**config.mk**
```make
export PLATFORM = sky130hd
export DESIGN_NAME = lsu_controller
export DESIGN_NICKNAME = d
export VERILOG_FILES = /design/src/rtl/lsu_controller.sv
export SDC_FILE = /design/constraint.sdc
export NUM_CORES = 1
export LEC_CHECK = 0
export BUFFER_PORTS_ARGS = -buffer_cell sky130_fd_sc_hd__buf_2
export CORE_UTILIZATION = 51
export CTS_BUF_LIST = sky130_fd_sc_hd__clkbuf_8
export CTS_CLUSTER_DIAMETER = 40
export CTS_CLUSTER_SIZE = 16
export DETAILED_ROUTE_END_ITERATION = 6
export GPL_ROUTABILITY_DRIVEN = 0
export GPL_TIMING_DRIVEN = 1
export PLACE_DENSITY_LB_ADDON = 0.3
export SKIP_CTS_REPAIR_TIMING = 1
export SYNTH_ARGS = -nofsm -noshare
export SYNTH_HDL_FRONTEND = slang
export SYNTH_SLANG_ARGS = --single-unit
```
**constraint.sdc**
```tcl
create_clock -name clk -period 4.3 [get_ports clk]
set_input_delay 0.215 -clock clk [delete_from_list [all_inputs] [get_ports clk]]
set_output_delay 0.215 -clock clk [all_outputs]
set_load 0.005 [all_outputs]
```
**src/rtl/lsu_controller.sv**
```systemverilog
// RV32I load/store controller: one outstanding bus access, registered bus outputs, ack timeout.
// Accept in IDLE, mem_req one cycle later; req_ready is low whenever a request is in flight.
module lsu_controller #(
  parameter int unsigned ACK_TIMEOUT = 16
) (
  input  logic        clk,
  input  logic        rst,
  input  logic        req_valid,
  output logic        req_ready,
  input  logic        is_store,
  input  logic [2:0]  func3,
  input  logic [31:0] addr,
  input  logic [31:0] wdata,
  input  logic [4:0]  rd_addr,
  output logic        mem_req,
  output logic        mem_we,
  output logic [31:0] mem_addr,
  output logic [31:0] mem_wdata,
  output logic [3:0]  mem_be,
  input  logic        mem_ack,
  input  logic [31:0] mem_rdata,
  output logic        wb_valid,
  output logic [4:0]  wb_rd,
  output logic [31:0] wb_data,
  output logic        done,
  output logic        stall,
  output logic        fault,
  output logic [1:0]  fault_cause,
  output logic [31:0] bad_addr
);

  typedef enum logic [1:0] {S_IDLE, S_REQ, S_RESP, S_FAULT} state_t;

  localparam logic [7:0] TIMEOUT = 8'(ACK_TIMEOUT);

  state_t      state;
  logic [7:0]  cnt;
  logic        lat_store;
  logic [2:0]  lat_func3;
  logic [31:0] lat_addr;
  logic [4:0]  lat_rd;

  logic        illegal;
  logic        misaligned;
  logic [3:0]  dec_be;
  logic [31:0] dec_wdata;

  logic [7:0]  ld_byte;
  logic [15:0] ld_half;
  logic [31:0] ld_data;

  assign req_ready = (state == S_IDLE);
  assign stall     = (state != S_IDLE);

  // Decode straight from the request inputs so the accept cycle already knows the next state.
  always_comb begin
    illegal    = is_store ? (func3 > 3'd2) : ((func3 == 3'b011) || (func3[2:1] == 2'b11));
    misaligned = 1'b0;
    dec_be     = 4'b1111;
    dec_wdata  = wdata;
    case (func3[1:0])
      2'b00: begin
        dec_be    = 4'b0001 << addr[1:0];
        dec_wdata = {4{wdata[7:0]}};
      end
      2'b01: begin
        misaligned = addr[0];
        dec_be     = addr[1] ? 4'b1100 : 4'b0011;
        dec_wdata  = {2{wdata[15:0]}};
      end
      default: begin
        misaligned = |addr[1:0];
      end
    endcase
    if (!is_store) dec_wdata = '0;
  end

  always_comb begin
    ld_byte = mem_rdata[{lat_addr[1:0], 3'b000} +: 8];
    ld_half = lat_addr[1] ? mem_rdata[31:16] : mem_rdata[15:0];
    case (lat_func3)
      3'b000:  ld_data = {{24{ld_byte[7]}}, ld_byte};
      3'b001:  ld_data = {{16{ld_half[15]}}, ld_half};
      3'b100:  ld_data = {24'd0, ld_byte};
      3'b101:  ld_data = {16'd0, ld_half};
      default: ld_data = mem_rdata;
    endcase
  end

  always_ff @(posedge clk or negedge rst) begin
    if (!rst) begin
      state       <= S_IDLE;
      cnt         <= '0;
      lat_store   <= 1'b0;
      lat_func3   <= '0;
      lat_addr    <= '0;
      lat_rd      <= '0;
      mem_req     <= 1'b0;
      mem_we      <= 1'b0;
      mem_addr    <= '0;
      mem_wdata   <= '0;
      mem_be      <= '0;
      wb_valid    <= 1'b0;
      wb_rd       <= '0;
      wb_data     <= '0;
      done        <= 1'b0;
      fault       <= 1'b0;
      fault_cause <= '0;
      bad_addr    <= '0;
    end else begin
      done     <= 1'b0;
      fault    <= 1'b0;
      wb_valid <= 1'b0;
      case (state)
        S_IDLE: begin
          if (req_valid) begin
            lat_store <= is_store;
            lat_func3 <= func3;
            lat_addr  <= addr;
            lat_rd    <= rd_addr;
            if (illegal || misaligned) begin
              state       <= S_FAULT;
              fault       <= 1'b1;
              done        <= 1'b1;
              fault_cause <= illegal ? 2'b10 : 2'b01;
              bad_addr    <= addr;
            end else begin
              state     <= S_REQ;
              cnt       <= '0;
              mem_req   <= 1'b1;
              mem_we    <= is_store;
              mem_addr  <= {addr[31:2], 2'b00};
              mem_be    <= dec_be;
              mem_wdata <= dec_wdata;
            end
          end
        end
        S_REQ: begin
          // An ack in the final allowed cycle wins over the timeout.
          if (mem_ack || (cnt + 8'd1 == TIMEOUT)) begin
            mem_req   <= 1'b0;
            mem_we    <= 1'b0;
            mem_be    <= '0;
            mem_wdata <= '0;
            mem_addr  <= '0;
          end
          if (mem_ack) begin
            done <= 1'b1;
            if (lat_store) begin
              state <= S_IDLE;
            end else begin
              state    <= S_RESP;
              wb_valid <= (lat_rd != 5'd0);
              wb_rd    <= lat_rd;
              wb_data  <= ld_data;
            end
          end else if (cnt + 8'd1 == TIMEOUT) begin
            state       <= S_FAULT;
            fault       <= 1'b1;
            done        <= 1'b1;
            fault_cause <= 2'b11;
            bad_addr    <= lat_addr;
          end else begin
            cnt <= cnt + 8'd1;
          end
        end
        S_RESP:  state <= S_IDLE;
        S_FAULT: state <= S_IDLE;
        default: state <= S_IDLE;
      endcase
    end
  end

endmodule
```
# Yosys cells after proc, flatten, opt, wreduce, memory -nomap -nowiden
# Cells that the tools add are included.
[word_totals]
regBits = 195
elab_cells = 115
output_inout_bits = 146
input_bits = 109
[op_classes]
n_shift = 2
eq_ne = 18
addsub = 1
n_mux = 57
n_reduce_logical = 17
n_bitwise = 1
order_cmp = 1
[ops]
columns = ["cell", "count"]
rows = [
  ["2-to-1 mux 32 bit", 10],
  ["one-hot mux 32 bit (2 select lines)", 4],
  ["one-hot mux 32 bit (4 select lines)", 1],
  ["2-to-1 mux 8 bit", 4],
  ["indexed part select 32 x 6 -> 8 bit", 1],
  ["2-to-1 mux 2 bit", 9],
  ["2-to-1 mux 16 bit", 1],
  ["2-to-1 mux 4 bit", 4],
  ["one-hot mux 4 bit (2 select lines)", 2],
  ["one-hot mux 8 bit (2 select lines)", 1],
  ["2-to-1 mux 1 bit", 14],
  ["inequality test 2 bit (second input constant)", 6],
  ["one-hot mux 1 bit (2 select lines)", 5],
  ["AND reduction 5 bit", 2],
  ["adder 8 x 1 -> 8 bit (second input constant)", 1],
  ["equality test 8 x 5 -> 1 bit (second input constant)", 1],
  ["equality test 2 bit (second input constant)", 3],
  ["equality test 3 bit (second input constant)", 2],
  ["one-hot mux 2 bit (3 select lines)", 1],
  ["nonzero test 5 bit", 1],
  ["equality test 2 x 1 -> 1 bit (second input constant)", 2],
  ["logical NOT 2 bit", 2],
  ["one-hot mux 2 bit (2 select lines)", 1],
  ["AND reduction 2 bit", 2],
  ["other kinds (13)", 17],
]

# Logic depth before layout (Yosys ltp)
# Gate-level depths: netlist of run 1.
[depth]
ltp_word = 7
mapped_depth = 9
mapped_depth_nobuf = 6

# Least setup slack after synthesis of run 1
# No wires, ideal clock.
[synth_path]
path_type = "register to register"
start = "reg cnt[0]"
end = "reg mem_addr[10]"
period_less_slack_ns = 1.986
path_stages_with_launch = 8
setup_time_ns = 0.125
required_ns = 4.175
path_buffers = 1
setup_slack_ns = 2.314
arrival_ns = 1.860
path_cell_list = "dfrtp_1 -> ha_1 -> nand2_1 -> nor4_2 -> a21oi_2 -> a21oi_4 -> buf_6 -> mux2_4"
[synth_between]
elab_chain_len = 5
[synth_lines]
columns = ["element", "line", "source"]
rows = [
  ["start: declaration", "37", "logic [7:0] cnt;"],
  ["start signal: assignment", "164", "cnt <= cnt + 8'd1;"],
  ["adder 8 x 1 -> 8 bit", "140", "if (mem_ack || (cnt + 8'd1 == TIMEOUT)) begin"],
  ["equality test 8 x 5 -> 1 bit", "140", ""],
  ["logical OR 1 bit", "140", ""],
  ["inequality test 2 bit (no source line)", "--", ""],
  ["AND reduction 4 bit (no source line)", "--", ""],
  ["end signal: assignment", "132", "mem_addr <= {addr[31:2], 2'b00};"],
  ["end: declaration", "17", "output logic [31:0] mem_addr,"],
]
# Every way passes these cells.
# A chain may end at the register's enable or synchronous reset.

# Worst setup path after layout of run 1
[layout_path]
start = "reg cnt[0]"
end = "reg mem_addr[23]"
# The elaborated chain is that of the path after synthesis.

==> results of run 1 <==
[flip-flops by register name (all words and copies together), names as in the netlist, 2 cells and up]
signal	cells
lat_func3	3
mem_be	4
bad_addr	32
mem_wdata	32
wb_data	32
cnt	8
wb_rd	5
fault_cause	2
state	2
mem_addr	30
lat_rd	5
lat_addr	32
[stage by stage]
stage	utilization, %	worst slack, ps
finish	65.2	1260
global route	65.2	1070
CTS	63.0	1290
detailed placement	60.8	1290
global placement	60.8	1390
floorplan	-	2310
[power by group]
part           leakage (nW)  internal [mW]  switching, mW
Combinational          3.00           1.41           1.56
Clock                 0.184          0.513          0.640
Sequential             2.44           2.60          0.502
[per-layer routing]
layer,share of wire (%),vias up,track usage (%)
met4,2.0,0,8.99
li1,-,3510,-
met5,0,-,0
met3,4.9,32,5.37
met1,44,3546,34.5
met2,49,221,42.2
[synthesized netlist by cell type, drive strengths merged (4+ instances only)]
cell	instances
buf	29
nand3b	8
o21ai	68
mux2	49
a21oi	74
nand2b	14
a31oi	4
inv	5
a21o	7
nor3	6
o2bb2ai	11
nand3	42
a22o	13
nor2	29
and2	31
nand2	216
mux2i	21
clkbuf	35
dfrtp	193
[kinds of logic (layout without fill, tap and decap cells)]
family | count (synthesis) | count (layout) | synth area share (%)
simple gates | 358 | 358 | 18.0
fa+ha+maj | 1 | 1 | 0.141
mux | 71 | 71 | 10.5
other cells | 1 | 3 | 0.0422
compound gates | 192 | 192 | 13.0
flops | 193 | 193 | 54.3
buf+inv | 69 | 331 | 3.95
[layout make-up]
class / count / area, sq um / share of cell area, %
repair buffers: 297 / 1730 / 15.7
clock inverters: 12 / 138 / 1.25
diodes: 1 / 2.50 / 0.0228
multi-input cells: 624 / 3750 / 34.2
well taps: 220 / 275 / 2.51
inverters: 5 / 18.8 / 0.171
flip-flops and latches: 193 / 4830 / 44.0
clock buffers: 17 / 234 / 2.13
[how the worst min path moves through the flow]
stage | start | end | slack [ps] | cells past startpoint
after floorplan | rst | bad_addr[0] | -80 | 0
after global placement | addr[23] | lat_addr[23] | 420 | 3
after detailed placement | addr[30] | lat_addr[30] | 420 | 3
after CTS | addr[18] | lat_addr[18] | -80 | 3
after global routing | wdata[7] | mem_wdata[7] | 4 | 2
final | mem_rdata[28] | wb_data[28] | 20 | 3
[critical path, stage by stage (launching register included)]
cell and delay, ps:
sky130_fd_sc_hd__dfrtp_1 420, sky130_fd_sc_hd__ha_1 290, sky130_fd_sc_hd__nand2_1 90, sky130_fd_sc_hd__nor4_2 430, sky130_fd_sc_hd__a21oi_2 230, sky130_fd_sc_hd__a21oi_4 840
sky130_fd_sc_hd__buf_12 300, sky130_fd_sc_hd__mux2_4 320
==> flow_summary.ini, run 1 <==
[clock_tree]
insertion_delay_ps = 470
cts_buffer_depth = 2
cts-root-buf = sky130_fd_sc_hd__clkbuf_8
path_clk_slew_ps = 90
tritoncts.num_buffers = 17
cts_tree = built
clock_sinks = 193
cts_htree_levels = 4

[detailed_routing]
post-route-drc-count = 0
drt_first_iter_violations = 372
finalWirelength_um = 22600
antenna_violating_nets_post_route = 0
vias_per_cell = 5.34
first_pass_iters = 4
routed-via-count = 7309
routed_wire_length_per_instance_um = 16.5

[synthesis]
dominantRegCellSynth = sky130_fd_sc_hd__dfrtp_1
avgSynthCellArea_sq_um = 10.0
yosysTopAreaCellShare_pct = 54.3
synth_cell_types = 50
ys_warn_count = 0
syn_area_sq_um = 8890
synth_sequential_area_ratio_pct = 54.3
synth.largest_area_cell = sky130_fd_sc_hd__dfrtp_1
synth-async-reset-ratio_pct = 100
synth-seq-cells = 193
netlist_top_cells_area = sky130_fd_sc_hd__dfrtp_1, sky130_fd_sc_hd__nand2_1, sky130_fd_sc_hd__mux2_4
synth_enable_flop_cells = 0
syn_inst = 885

[placement]
buffer_ports.inserted = 252
detailed_place.area_sq_um = 10200
place_hpwl_um = 15100
post-place-cells = 1302

[power]
power_density_nw_per_um2 = 658
total_power_mw = 7.22
vdd.ir_drop.worst_mv = 0.336
cellLeakagePower_nw = 5.63

[finish]
syn2layout_area_growth_pct = 23.4
final_layout_size_suffix_gt1_share_pct = 30.7
final.fill_count = 1373
num-nets-final = 1248
design_area_sq_um = 11000
layout.cells.most_common_list = sky130_fd_sc_hd__buf_2, sky130_fd_sc_hd__nand2_1, sky130_fd_sc_hd__dfrtp_1
fin_cells = 1369
mostFrequentLayoutCell = sky130_fd_sc_hd__buf_2

[timing]
peak_freq_mhz = 329
grt_setup_unrepaired = no
worst_pin_slew_ps = 1090
report.final.setup_viol = 0
timing.slew.headroom_pct = 27.1
min_period_over_period_pct = 70.6
tns_ps = 0
timing.final.hold_violations = 0
period_minus_slack_ps = 3040
final_max_slew_viol_count = 0
whs_ps = 21.5
fin_skew_ps = 16.2

[worst_setup_path]
regToRegSetupSlack_ps = 1260
path_class = reg2reg
worst_r2r_path_cells = 7
cp.arrival_ps = 3390
timing.critical_path.from = cnt[0]
critPathLaunchType = flop
timing.rr.end = mem_addr[23]
timing.critical_path.required_ps = 4650
timing.rr.start = cnt[0]
critPathCapture = mem_addr[23]
crit_fanout = 21
endpoint_kind = flop

[grt]
grt-ovfl-total = 0
grt_util_all_layers_pct = 25.9
largest_net_degree_at_the_start_of_global_routing = 131
grt_pass1_wl_um = 36200
first_global_vias = 7065
grt_antenna_before_repair = 1

[die]
rows = 47
chipHeight_um = 134
die_x_um = 134
effective_utilization_at_floorplan_pct = 52.9
dieArea_sq_um = 18000
core_region_area_sq_um = 16800
ios = 255

[outcome]
status = complete, no violations

[job]
cap_viol_max_count = 0

[worst_hold_path]
holdCritPathClass = in2reg
Note: power is estimated with default switching activity, not from simulation.
==> run 2: changes to the inputs <==
- clock period: 4.3 -> 3.15 ns (I/O delays scaled with it)
==> run 2 against run 1 <==
  * Combinational power grew 39%
  * Critical path type unchanged
  * Via count grew 3.7%
  * Utilization grew 2.5 points
  * Routed wire length grew 4.9%
  * Largest cell class unchanged
  * Clock skew shrank 1.7 ps
  * Clock-buffer cell count is the same
  * Sequential power grew 37%
  * Flip-flop and latch count is the same
  * Total power grew 38%
  * First-iteration DRC count grew 13%
  * Critical path depth is the same
  * The flow now finishes with violations (negative hold slack)
  * Clock power grew 37%
==> flow_summary.ini, run 2 (same netlist as run 1, synthesis figures left out) <==
[placement]
post-place-cells = 1314
buffer_ports.inserted = 252
pre_cts_ws_ps = 666
place_hpwl_um = 15700
detailed_place.area_sq_um = 10300

[finish]
seq_cell_area_sq_um = 4830
fin_cells = 1416
final.fill_count = 1327
num-nets-final = 1294
syn2layout_area_growth_pct = 28.1
design_area_sq_um = 11400
multi_input_area_sq_um = 3750
final_layout_size_suffix_gt1_share_pct = 30.5
mostFrequentLayoutCell = sky130_fd_sc_hd__buf_2
layout.cells.most_common_list = sky130_fd_sc_hd__buf_2, sky130_fd_sc_hd__nand2_1, sky130_fd_sc_hd__dfrtp_1

[clock_tree]
path_clk_slew_ps = 100
cts_tree = built
cts_buffer_depth = 2
tritoncts.num_buffers = 17
cts_htree_levels = 4
clock_sinks = 193
insertion_delay_ps = 470
cts-root-buf = sky130_fd_sc_hd__clkbuf_8

[timing]
post-route-worst-setup-slack_ps = 659
timing.slew.headroom_pct = 45.9
whs_ps = -25.9
final_max_slew_viol_count = 0
min_period_over_period_pct = 79.1
worst_pin_slew_ps = 812
timing.final.hold_violations = 7
tns_ps = 0
fin_skew_ps = 14.5
grt_setup_unrepaired = no
report.final.setup_viol = 0
period_minus_slack_ps = 2490
peak_freq_mhz = 401

[detailed_routing]
post-route-drc-count = 0
finalWirelength_um = 23700
routed_wire_length_per_instance_um = 16.7
routed-via-count = 7583
drt_first_iter_violations = 419
vias_per_cell = 5.36
antenna_violating_nets_post_route = 0
first_pass_iters = 5

[worst_setup_path]
critPathSlowestCell = sky130_fd_sc_hd__a21o_1
crit_fanout = 23
timing.critical_path.cells = ha_1, nand2_1, nor4_2, a21oi_2, a21o_1, buf_4, o2bb2ai_1
endpoint_kind = flop
timing.critical_path.required_ps = 3490
cp.arrival_ps = 2830
critical_path.max_stage_delay_ps = 510
path_class = reg2reg
critPathLaunchType = flop

[power]
vdd.ir_drop.worst_mv = 0.400
cellLeakagePower_nw = 5.83
power_density_nw_per_um2 = 873

[grt]
first_global_vias = 6956
grt_util_all_layers_pct = 25.9
largest_net_degree_at_the_start_of_global_routing = 101
grt-ovfl-total = 0
grt_pass1_wl_um = 36400
grt_antenna_before_repair = 1

[outcome]
failed_checks = negative hold slack
status = finished with violations

[die]
core_region_area_sq_um = 16800
die_x_um = 134
rows = 47
dieArea_sq_um = 18000
chipHeight_um = 134
ios = 255
effective_utilization_at_floorplan_pct = 52.9

[job]
cap_viol_max_count = 0

[worst_hold_path]
holdCritPathClass = in2reg
## run 2: worst paths after layout
path	from	end	slack, ps	cells after the start
worst max register to register	cnt[0]	mem_wdata[21]	660	7
min in group asynchronous	rst	mem_wdata[21]	320	2
worst min-delay path	mem_rdata[3]	wb_data[3]	-30	3
max in group asynchronous	rst	lat_addr[10]	1910	3
worst max-delay path	cnt[0]	mem_wdata[21]	660	7
worst min register to register	wb_data[3]	wb_data[3]	480	2
## run 2: area by class of cell
class | instances | share of cell area, %
Multi-Input combinational cell | 624 | 32.9
Inverter | 5 | 0.165
Clock buffer | 17 | 2.05
Timing Repair Buffer | 343 | 18.8
Antenna cell | 1 | 0.0220
Clock inverter | 13 | 1.21
Sequential cell | 193 | 42.4
Tap cell | 220 | 2.42
## run 2: stage by stage
step / total power, mW / util (%)
6_report: 9.94 / 67.7
5_1_grt: 10.7 / 67.7
3_3_place_gp: 8.20 / 61.3
3_5_place_dp: 8.34 / 61.3
2_1_floorplan: 6.74 / -
4_1_cts: 9.93 / 63.5
## run 2: per-layer routing
metal	share of wire, %	GRT usage [%]	up-vias
li1	-	-	3599
met3	5.6	5.14	40
met1	43	34.3	3691
met2	50	42.9	253
met4	1.8	8.11	0
met5	0	0	-
## run 2: critical path: cells and delay by family, from the launching register on
family	cells	cell delay, ps
AOI/OAI and AO/OA	3	890
adders and majority gates	1	270
and+or+nand+nor	2	510
buffers and inverters	1	290
DFF	1	410
## run 2: report_power, final
group	switching, mW	leakage, nW	internal (mW)	total (mW)
clock	0.885	0.183	0.697	1.58
sequential	0.696	2.44	3.55	4.24
combinational	2.14	3.20	1.98	4.12
==> run 3: changes to the inputs <==
- ABC_AREA: default -> 1
- clock period: 3.15 -> 2.45 ns (I/O delays scaled with it)
==> run 3 against run 2 <==
  * The flow still finishes with violations (negative hold slack)
  * Sequential power is 27% higher
  * Non-clock buffer count is 5 lower
  * Sequential share of layout area is 0.93 points lower
  * Clock skew is 4.0 ps higher
  * Worst hold slack worse by 5.4 ps
  * Highest routed layer unchanged
==> flow_summary.ini, run 3 <==
[worst_setup_path]
cp.arrival_ps = 2470
path_class = reg2reg
timing.critical_path.cells = ha_1, nand2_1, nor2_1, nand2_1, nand2_1, nor2_1, nand3_1, nand2_1, nand2_2, buf_4, nand2_1, nand2_1
critPathLaunchType = flop
crit_fanout = 31
timing.critical_path.required_ps = 2810
critPathMostFrequentCell = sky130_fd_sc_hd__nand2_1
worst_r2r_path_cells = 12
timing.rr.start = cnt[0]
crit_family = simple AND/OR/NAND/NOR gates
timing.critical_path.from = cnt[0]
endpoint_kind = flop
critical_path_buf_inv_count = 1
timing.rr.end = mem_wdata[29]
critPathSlowestCell = sky130_fd_sc_hd__dfrtp_1
critPathCapture = mem_wdata[29]
critical_path_depth = 12
critical_path.max_stage_delay_ps = 460
regToRegSetupSlack_ps = 340

[finish]
multi_input_area_sq_um = 3690
fin_cells = 1717
layout.cells.most_common_list = sky130_fd_sc_hd__nand2_1, sky130_fd_sc_hd__buf_2, sky130_fd_sc_hd__dfrtp_1
final.fill_count = 1512
seq_cell_area_sq_um = 4830
final_layout_size_suffix_gt1_share_pct = 22.5
mostFrequentLayoutCell = sky130_fd_sc_hd__nand2_1
num-nets-final = 1588
syn2layout_area_growth_pct = 26.6

[clock_tree]
tritoncts.num_buffers = 17
path_clk_slew_ps = 100
cts_tree = built
cts-root-buf = sky130_fd_sc_hd__clkbuf_8
clock_sinks = 193
cts_buffer_depth = 2
cts_htree_levels = 4
insertion_delay_ps = 480

[outcome]
status = finished with violations
failed_checks = negative hold slack

[placement]
buffer_ports.inserted = 252
place_hpwl_um = 17400
post-place-cells = 1625

[timing]
whs_ps = -31.3
peak_freq_mhz = 475
min_period_over_period_pct = 86.0
period_minus_slack_ps = 2110
final_max_slew_viol_count = 0
timing.final.hold_violations = 16
grt_setup_unrepaired = no
worst_pin_slew_ps = 894
tns_ps = 0
fin_skew_ps = 18.5
report.final.setup_viol = 0
timing.slew.headroom_pct = 40.3

[power]
cellLeakagePower_nw = 6.44
power_density_nw_per_um2 = 1120
vdd.ir_drop.worst_mv = 0.546

[detailed_routing]
antenna_violating_nets_post_route = 0
top_layer = met4
finalWirelength_um = 25600
drt_first_iter_violations = 616
routed-via-count = 8900
detailroute.wirelength.met2_um = 12100
routed_wire_length_per_instance_um = 14.9
vias_per_cell = 5.18
dr_wl_met3_um = 1730
first_pass_iters = 5
post-route-drc-count = 0
detail_route.wirelength.met1_um = 11100

[synthesis]
yosysTopAreaCellShare_pct = 52.5
netlist_top_cells_count = sky130_fd_sc_hd__nand2_1, sky130_fd_sc_hd__dfrtp_1, sky130_fd_sc_hd__o21ai_0
ys_warn_count = 0
synth-async-reset-ratio_pct = 100
dominantRegCellSynth = sky130_fd_sc_hd__dfrtp_1
syn_inst = 1190
synth.largest_area_cell = sky130_fd_sc_hd__dfrtp_1
syn_area_sq_um = 9200
synth_enable_flop_cells = 0
netlist_top_cells_area = sky130_fd_sc_hd__dfrtp_1, sky130_fd_sc_hd__nand2_1, sky130_fd_sc_hd__o21ai_0
synth_cell_types = 31
avgSynthCellArea_sq_um = 7.73
synth_sequential_area_ratio_pct = 52.5
yosys.cell_count.top_type = sky130_fd_sc_hd__nand2_1
synth-seq-cells = 193

[grt]
first_global_vias = 7807
grt_antenna_before_repair = 1
largest_net_degree_at_the_start_of_global_routing = 71
grt-ovfl-total = 0
grt_util_all_layers_pct = 26.9
grt_pass1_wl_um = 38600

[worst_hold_path]
holdCritPathClass = in2reg
worst_hold_path.num_cells = 3

[die]
core_region_area_sq_um = 17500
effective_utilization_at_floorplan_pct = 52.6
ios = 255
rows = 48
die_x_um = 136
chipHeight_um = 136
dieArea_sq_um = 18600

[job]
cap_viol_max_count = 0
run 3: routing by layer:
metal,global-route usage [%],vias up
met4,10.4,0
met3,5.03,50
met5,0,-
met2,41.9,352
li1,-,4374
met1,37.0,4124
run 3: report_power, final:
| group | total, mW | switching (mW) | leakage (nW) | internal, mW |
|---|---|---|---|---|
| registers | 5.38 | 0.800 | 2.42 | 4.58 |
| clock network | 1.93 | 1.15 | 0.182 | 0.785 |
| logic | 5.74 | 3.51 | 3.83 | 2.23 |
| total | 13.0 | 5.46 | 6.44 | 7.59 |
run 3: worst register-to-register path: cells and delay by family, from the launching register on:
kind                     cells  cell delay, ps
AND/OR/NAND/NOR             10            1020
adder cells (fa/ha/maj)      1             260
flip-flops                   1             460
buffers and inverters        1             260
run 3: area by class of cell:
class                           count  area share, %
Clock inverter                     12          0.731
Tap cell                          225           2.42
Timing Repair Buffer              338           18.0
Sequential cell                   193           41.5
Antenna cell                        1         0.0215
Clock buffer                       20           2.36
Multi-Input combinational cell    827           31.7
Inverter                          101           3.26
run 3: cells by family (layout without fill, tap and decap cells):
kind of cell	count (synthesis)	in the layout	share of synthesized area [%]
AO/OA/AOI/OAI	199	199	11.4
buffers and inverters	171	471	7.59
multiplexers	5	5	0.612
flip-flops	193	193	52.5
other	1	3	0.0408
AND/OR/NAND/NOR	620	620	27.7
adder cells (fa/ha/maj)	1	1	0.136
run 3: worst min-delay path by stage:
stage,from,to
after detailed placement,rst,wb_data[9]
after global placement,rst,wb_data[9]
after floorplan,rst,bad_addr[0]
final,addr[5],lat_addr[5]
after CTS,rst,wb_data[9]
after global routing,wdata[20],mem_wdata[20]
run 3: per-stage QoR:
step | instance area [sq um] | power, mW | setup WS (ps) | hold slack [ps] | util, %
finish | 11600 | 13.0 | 343 | -31.3 | 66.6
global route | 11600 | 14.1 | 166 | 2.07 | 66.6
CTS | 11100 | 13.0 | 332 | -340 | 63.2
detailed placement | 10700 | 11.1 | 376 | 178 | 61.2
global placement | 10700 | 10.9 | 477 | 178 | 61.2
floorplan | 9200 | 8.81 | 595 | -173 | -
